[src/rtl/cue_driver.sv]
// cue_driver: turns a one-cycle request pulse into a timed, human-visible cue.
// A one-hot LED/tone channel is lit for a programmable number of milliseconds.
// A fixed dark gap follows, and then a one-cycle done pulse.
// All outputs are registered; timing is derived from a ms prescaler plus a
// down-counting ms counter that is reloaded on every state entry.
module cue_driver #(
    parameter int TICK_DIV = 49999,
    parameter int GAP_MS   = 100,
    parameter int N_CH     = 4,
    parameter int CH_W     = 2
) (
    input  logic              clk,
    input  logic              reset,
    input  logic              start,
    input  logic [CH_W-1:0]   channel,
    input  logic [9:0]        dur_ms,
    input  logic              abort,
    output logic              busy,
    output logic              done,
    output logic [N_CH-1:0]   led,
    output logic              tone_en,
    output logic [CH_W-1:0]   tone_sel
);

    // Prescaler width; a divider of 0 still needs a one-bit counter.
    localparam int PW = (TICK_DIV > 0) ? $clog2(TICK_DIV + 1) : 1;
    localparam logic [PW-1:0] PRESC_TC = PW'(TICK_DIV);
    localparam logic          HAS_GAP  = (GAP_MS > 0);
    // The ms counter counts down to zero, so it is loaded with length-1.
    localparam logic [9:0]    GAP_LOAD = (GAP_MS > 0) ? 10'(GAP_MS - 1) : 10'd0;

    typedef enum logic [1:0] {
        IDLE = 2'd0,
        ON   = 2'd1,
        GAP  = 2'd2
    } state_t;

    state_t            state_r, state_next;
    logic [PW-1:0]     presc_r, presc_next;
    logic [9:0]        ms_r, ms_next;
    logic              busy_r, busy_next;
    logic              done_r, done_next;
    logic [N_CH-1:0]   led_r, led_next;
    logic              tone_en_r, tone_en_next;
    logic [CH_W-1:0]   tone_sel_r, tone_sel_next;

    logic              tick_s;
    logic [N_CH-1:0]   onehot_s;
    logic [9:0]        dur_load_s;

    assign tick_s     = (presc_r == PRESC_TC);
    // A zero duration is treated as one ms.
    assign dur_load_s = (dur_ms == 10'd0) ? 10'd0 : (dur_ms - 10'd1);

    // Decode the requested channel; out-of-range indices light nothing.
    always_comb begin
        onehot_s = {N_CH{1'b0}};
        for (int i = 0; i < N_CH; i++) begin
            if (channel == CH_W'(i)) begin
                onehot_s[i] = 1'b1;
            end else begin
                onehot_s[i] = 1'b0;
            end
        end
    end

    // Next-state, counter and output logic; every path starts from hold values.
    always_comb begin
        state_next    = state_r;
        presc_next    = presc_r;
        ms_next       = ms_r;
        busy_next     = busy_r;
        done_next     = 1'b0;
        led_next      = led_r;
        tone_en_next  = tone_en_r;
        tone_sel_next = tone_sel_r;

        case (state_r)
            IDLE: begin
                if (start) begin
                    // Acceptance wins over a simultaneous abort.
                    state_next    = ON;
                    presc_next    = {PW{1'b0}};
                    ms_next       = dur_load_s;
                    busy_next     = 1'b1;
                    led_next      = onehot_s;
                    tone_en_next  = |onehot_s;
                    tone_sel_next = channel;
                end else begin
                    busy_next    = 1'b0;
                    led_next     = {N_CH{1'b0}};
                    tone_en_next = 1'b0;
                end
            end

            ON: begin
                if (abort) begin
                    state_next   = IDLE;
                    presc_next   = {PW{1'b0}};
                    ms_next      = 10'd0;
                    busy_next    = 1'b0;
                    led_next     = {N_CH{1'b0}};
                    tone_en_next = 1'b0;
                end else if (tick_s) begin
                    presc_next = {PW{1'b0}};
                    if (ms_r == 10'd0) begin
                        led_next     = {N_CH{1'b0}};
                        tone_en_next = 1'b0;
                        if (HAS_GAP) begin
                            state_next = GAP;
                            ms_next    = GAP_LOAD;
                        end else begin
                            state_next = IDLE;
                            ms_next    = 10'd0;
                            busy_next  = 1'b0;
                            done_next  = 1'b1;
                        end
                    end else begin
                        ms_next = ms_r - 10'd1;
                    end
                end else begin
                    presc_next = presc_r + PW'(1);
                end
            end

            GAP: begin
                if (abort) begin
                    state_next   = IDLE;
                    presc_next   = {PW{1'b0}};
                    ms_next      = 10'd0;
                    busy_next    = 1'b0;
                    led_next     = {N_CH{1'b0}};
                    tone_en_next = 1'b0;
                end else if (tick_s) begin
                    presc_next = {PW{1'b0}};
                    if (ms_r == 10'd0) begin
                        state_next = IDLE;
                        busy_next  = 1'b0;
                        done_next  = 1'b1;
                    end else begin
                        ms_next = ms_r - 10'd1;
                    end
                end else begin
                    presc_next = presc_r + PW'(1);
                end
            end

            default: begin
                state_next   = IDLE;
                presc_next   = {PW{1'b0}};
                ms_next      = 10'd0;
                busy_next    = 1'b0;
                led_next     = {N_CH{1'b0}};
                tone_en_next = 1'b0;
            end
        endcase
    end

    // State, counter and output registers with synchronous reset.
    always_ff @(posedge clk) begin
        if (reset) begin
            state_r    <= IDLE;
            presc_r    <= {PW{1'b0}};
            ms_r       <= 10'd0;
            busy_r     <= 1'b0;
            done_r     <= 1'b0;
            led_r      <= {N_CH{1'b0}};
            tone_en_r  <= 1'b0;
            tone_sel_r <= {CH_W{1'b0}};
        end else begin
            state_r    <= state_next;
            presc_r    <= presc_next;
            ms_r       <= ms_next;
            busy_r     <= busy_next;
            done_r     <= done_next;
            led_r      <= led_next;
            tone_en_r  <= tone_en_next;
            tone_sel_r <= tone_sel_next;
        end
    end

    assign busy     = busy_r;
    assign done     = done_r;
    assign led      = led_r;
    assign tone_en  = tone_en_r;
    assign tone_sel = tone_sel_r;

endmodule

[config.mk]
export PLATFORM = sky130hd
export DESIGN_NAME = cue_driver
export DESIGN_NICKNAME = d
export VERILOG_FILES = /design/src/rtl/cue_driver.sv
export SDC_FILE = /design/constraint.sdc
export NUM_CORES = 1
export LEC_CHECK = 0
export ABC_AREA = 1
export ABC_CLOCK_PERIOD_IN_PS = 1550
export BUFFER_PORTS_ARGS = -buffer_cell sky130_fd_sc_hd__buf_2
export CAP_MARGIN = 10
export CORE_MARGIN = 4
export CORE_UTILIZATION = 43
export DETAILED_ROUTE_END_ITERATION = 10
export GPL_TIMING_DRIVEN = 0
export SETUP_SLACK_MARGIN = 0.15
export SLEW_MARGIN = 20
export SYNTH_ARGS = -nofsm -noshare
export SYNTH_HDL_FRONTEND = slang
export SYNTH_SLANG_ARGS = --single-unit
[constraint.sdc]
create_clock -name clk -period 1.55 [get_ports clk]
set_input_delay 0.31 -clock clk [delete_from_list [all_inputs] [get_ports clk]]
set_output_delay 0.31 -clock clk [all_outputs]
set_load 0.03 [all_outputs]
==> impl_metrics.ini <==
[clock_tree]
clk_latency_ns = 0.29
clock_sinks = 37
cts.root.buffer_cell = clkbuf_8
htreeDepth = 2
cts_buffers = 5
clk_pin_slew_ns = 0.08
cts_tree = yes
clock_path_buffers = 2

[drt]
wl_met2_mm = 3.01
num_vias = 2594
first_iter_violations = 133
via_per_inst = 5.10
routed.top_layer = met4
wl_met3_um = 443
wl_per_cell_um = 13.3
drcViolationCount = 0
first_pass_iters = 4
routed_wl_mm = 6.76
wl_met1_mm = 3.27
drtAntennaViolNets = 0

[global_route]
grt_overflow = 0
grt_max_degree = 14
grtUsageTotal_pct = 20.8
grt_antenna_before_repair = 0
grt_pass1_vias = 2297
grt_pass1_wl_mm = 10.9

[floorplan]
io_pins = 25
die_y_um = 82.3
die_area_sq_um = 6770
fp.dieW_um = 82.3
floorplan.initialDensity_pct = 45.3
num_rows = 26
core_area_sq_um = 5240

[run_status]
outcome = complete, no violations

[setup_path]
cp-end-kind = flop
critPathBufInv = 1
path_cells = nor2_1 -> nand2_2 -> nor2_4 -> nand2_4 -> nand2_4 -> nand3_4 -> nor2_4 -> buf_12 -> nand2_2 -> a21oi_2
crit_slowest_cell = dfxtp_2
cp_slowest_stage_delay_ns = 0.37
required_ns = 1.77
crit_type = flop to flop
crit_path_start_kind = flop
path_delay_family = simple AND/OR/NAND/NOR gates
cp_data_arrival_time_ns = 1.73
critPathMaxFanout = 6

[sta]
setup_tns_ns = 0
setup_violations = 0
slew_violations = 0
finClkSkew_ns = 0.00607
fin_crit_ns = 1.51
rsz0062_at_grt = true
fmax_mhz = 661
worst_pin_slew_ns = 0.591
final-hold-violation-count = 0
period_share_pct = 97.6
relSlewSlack_pct = 60.6

[yosys]
synth_top_area_cell = dfxtp_1
postSynthAreaPerCell_sq_um = 6.23
synth_edf_count = 0
synthTopCellsByArea = dfxtp_1 (31%), nand2_1 (18%), nor2_1 (9.0%)
synth-seq-cells = 37
syn_area_sq_um = 2370
synth_flop_cell = dfxtp_1
synthTopCellsByCount = nand2_1 (113), nor2_1 (57), inv_1 (42), dfxtp_1 (37), nand3_1 (34)
synth-async-reset-ratio_pct = 0
synth_cells = 381
yosysUniqueCellTypes = 29
synth-warning-count = 0
synth_fp_nets = 405
synth.most_common_cell = nand2_1
ys_seq_area_share_pct = 31.2
synth_top_area_share_pct = 31.2

[final_layout]
drive_above_1_share_pct = 37.8
final_nets = 462
area_delta_synth_final_pct = 41.5
antenna_cells = 0
instances_no_fill = 509

[placement]
gp_congestion = 0.897
dp_cells = 475
dp_hpwl_mm = 4.56
io_buffers = 24

[pwr]
leakage_nw = 1.50
powerDensity_nw_per_um2 = 1660
irDropWorstVdd_uv = 731

[job]
drv_cap = 0

[hold_path]
hp-class = input pin to flop
==> stage by stage <==
step	instance area, sq um	power [mW]	util, %	worst slack (ns)	hold slack [ns]
3_5_place_dp	2650	3.57	50.5	-0.175	0.450
2_1_floorplan	2440	3.08	-	0.139	0.387
5_1_grt	3360	6.00	64.1	-0.0328	0.246
3_3_place_gp	2650	3.57	50.5	-0.196	0.446
6_report	3360	5.57	64.1	0.0372	0.240
4_1_cts	3050	5.06	58.2	0.0310	0.245
==> per-layer routing <==
| layer | up-vias | global-route usage [%] |
|---|---|---|
| met2 | 83 | 30.0 |
| met1 | 1181 | 31.2 |
| met5 | - | 0 |
| met4 | 0 | 5.32 |
| met3 | 4 | 4.01 |
| li1 | 1326 | - |
==> cells in the final DEF (no fill, tap or decap), drive strengths merged, types with 8 or more instances in the layout <==
| cell type | instances |
|---|---|
| o21ai | 8 |
| xor2 | 8 |
| a21oi | 25 |
| inv | 48 |
| buf | 51 |
| dfxtp | 37 |
| nor2 | 61 |
| nand2 | 121 |
| nand3 | 35 |
| ha | 8 |
| clkbuf | 9 |
==> report_power, final <==
part           switching (mW)  internal, mW  leakage [nW]  total, mW
combinational            1.86          1.30          1.13       3.17
clock                   0.392         0.648        0.0687       1.04
sequential              0.216          1.15         0.309       1.37
total                    2.47          3.10          1.50       5.57
==> worst register-to-register path, stage by stage, from the launching register on <==
cell and delay [ns]:
dfxtp_2 0.37, nor2_1 0.14, nand2_2 0.10, nor2_4 0.14, nand2_4 0.09, nand2_4 0.08, nand3_4 0.08, nor2_4 0.15
buf_12 0.14, nand2_2 0.05, a21oi_2 0.11
==> registers in the layout, summed over array words and instances (netlist names) <==
signal	cells
busy	1
done	1
led	4
ms_r	10
presc_r	16
state_r	2
tone_en	1
tone_sel	2
==> area by class of cell <==
type,count,area (sq um)
clock inverter,3,68.8
tap,70,87.6
sequential,37,766
buffer,5,47.5
multi-input combinational,292,1790
clock buffer,5,68.8
timing repair buffer,50,328
fill,475,1880
inverter,47,199
==> repair_timing <==
item                                    4_1_cts  5_1_grt
gates resized for setup                      41       68
hold buffers                                  0        0
setup buffers                                16        8
pin swaps                                    13       18
endpoints found under the setup margin       33       35
gates cloned                                  2        0
==> kinds of logic after synthesis <==
| logic type | count (synthesis) | share of synthesized area (%) |
|---|---|---|
| compound gates | 38 | 8.65 |
| xor+xnor | 10 | 3.69 |
| fa+ha+maj | 8 | 4.22 |
| buf+inv | 52 | 8.70 |
| flops | 37 | 31.2 |
| simple gates | 236 | 43.5 |
==> path summary, 6_finish.rpt <==
check / from / to / slack, ns / cells past startpoint
worst max-delay path: presc_r[4] / ms_r[5] / 0.04 / 10
worst min register to register: led[0] / led[0] / 0.46 / 2
worst min-delay path: reset / done / 0.24 / 2
worst max register to register: presc_r[4] / ms_r[5] / 0.04 / 10
Power figures use the tool's default switching activity.
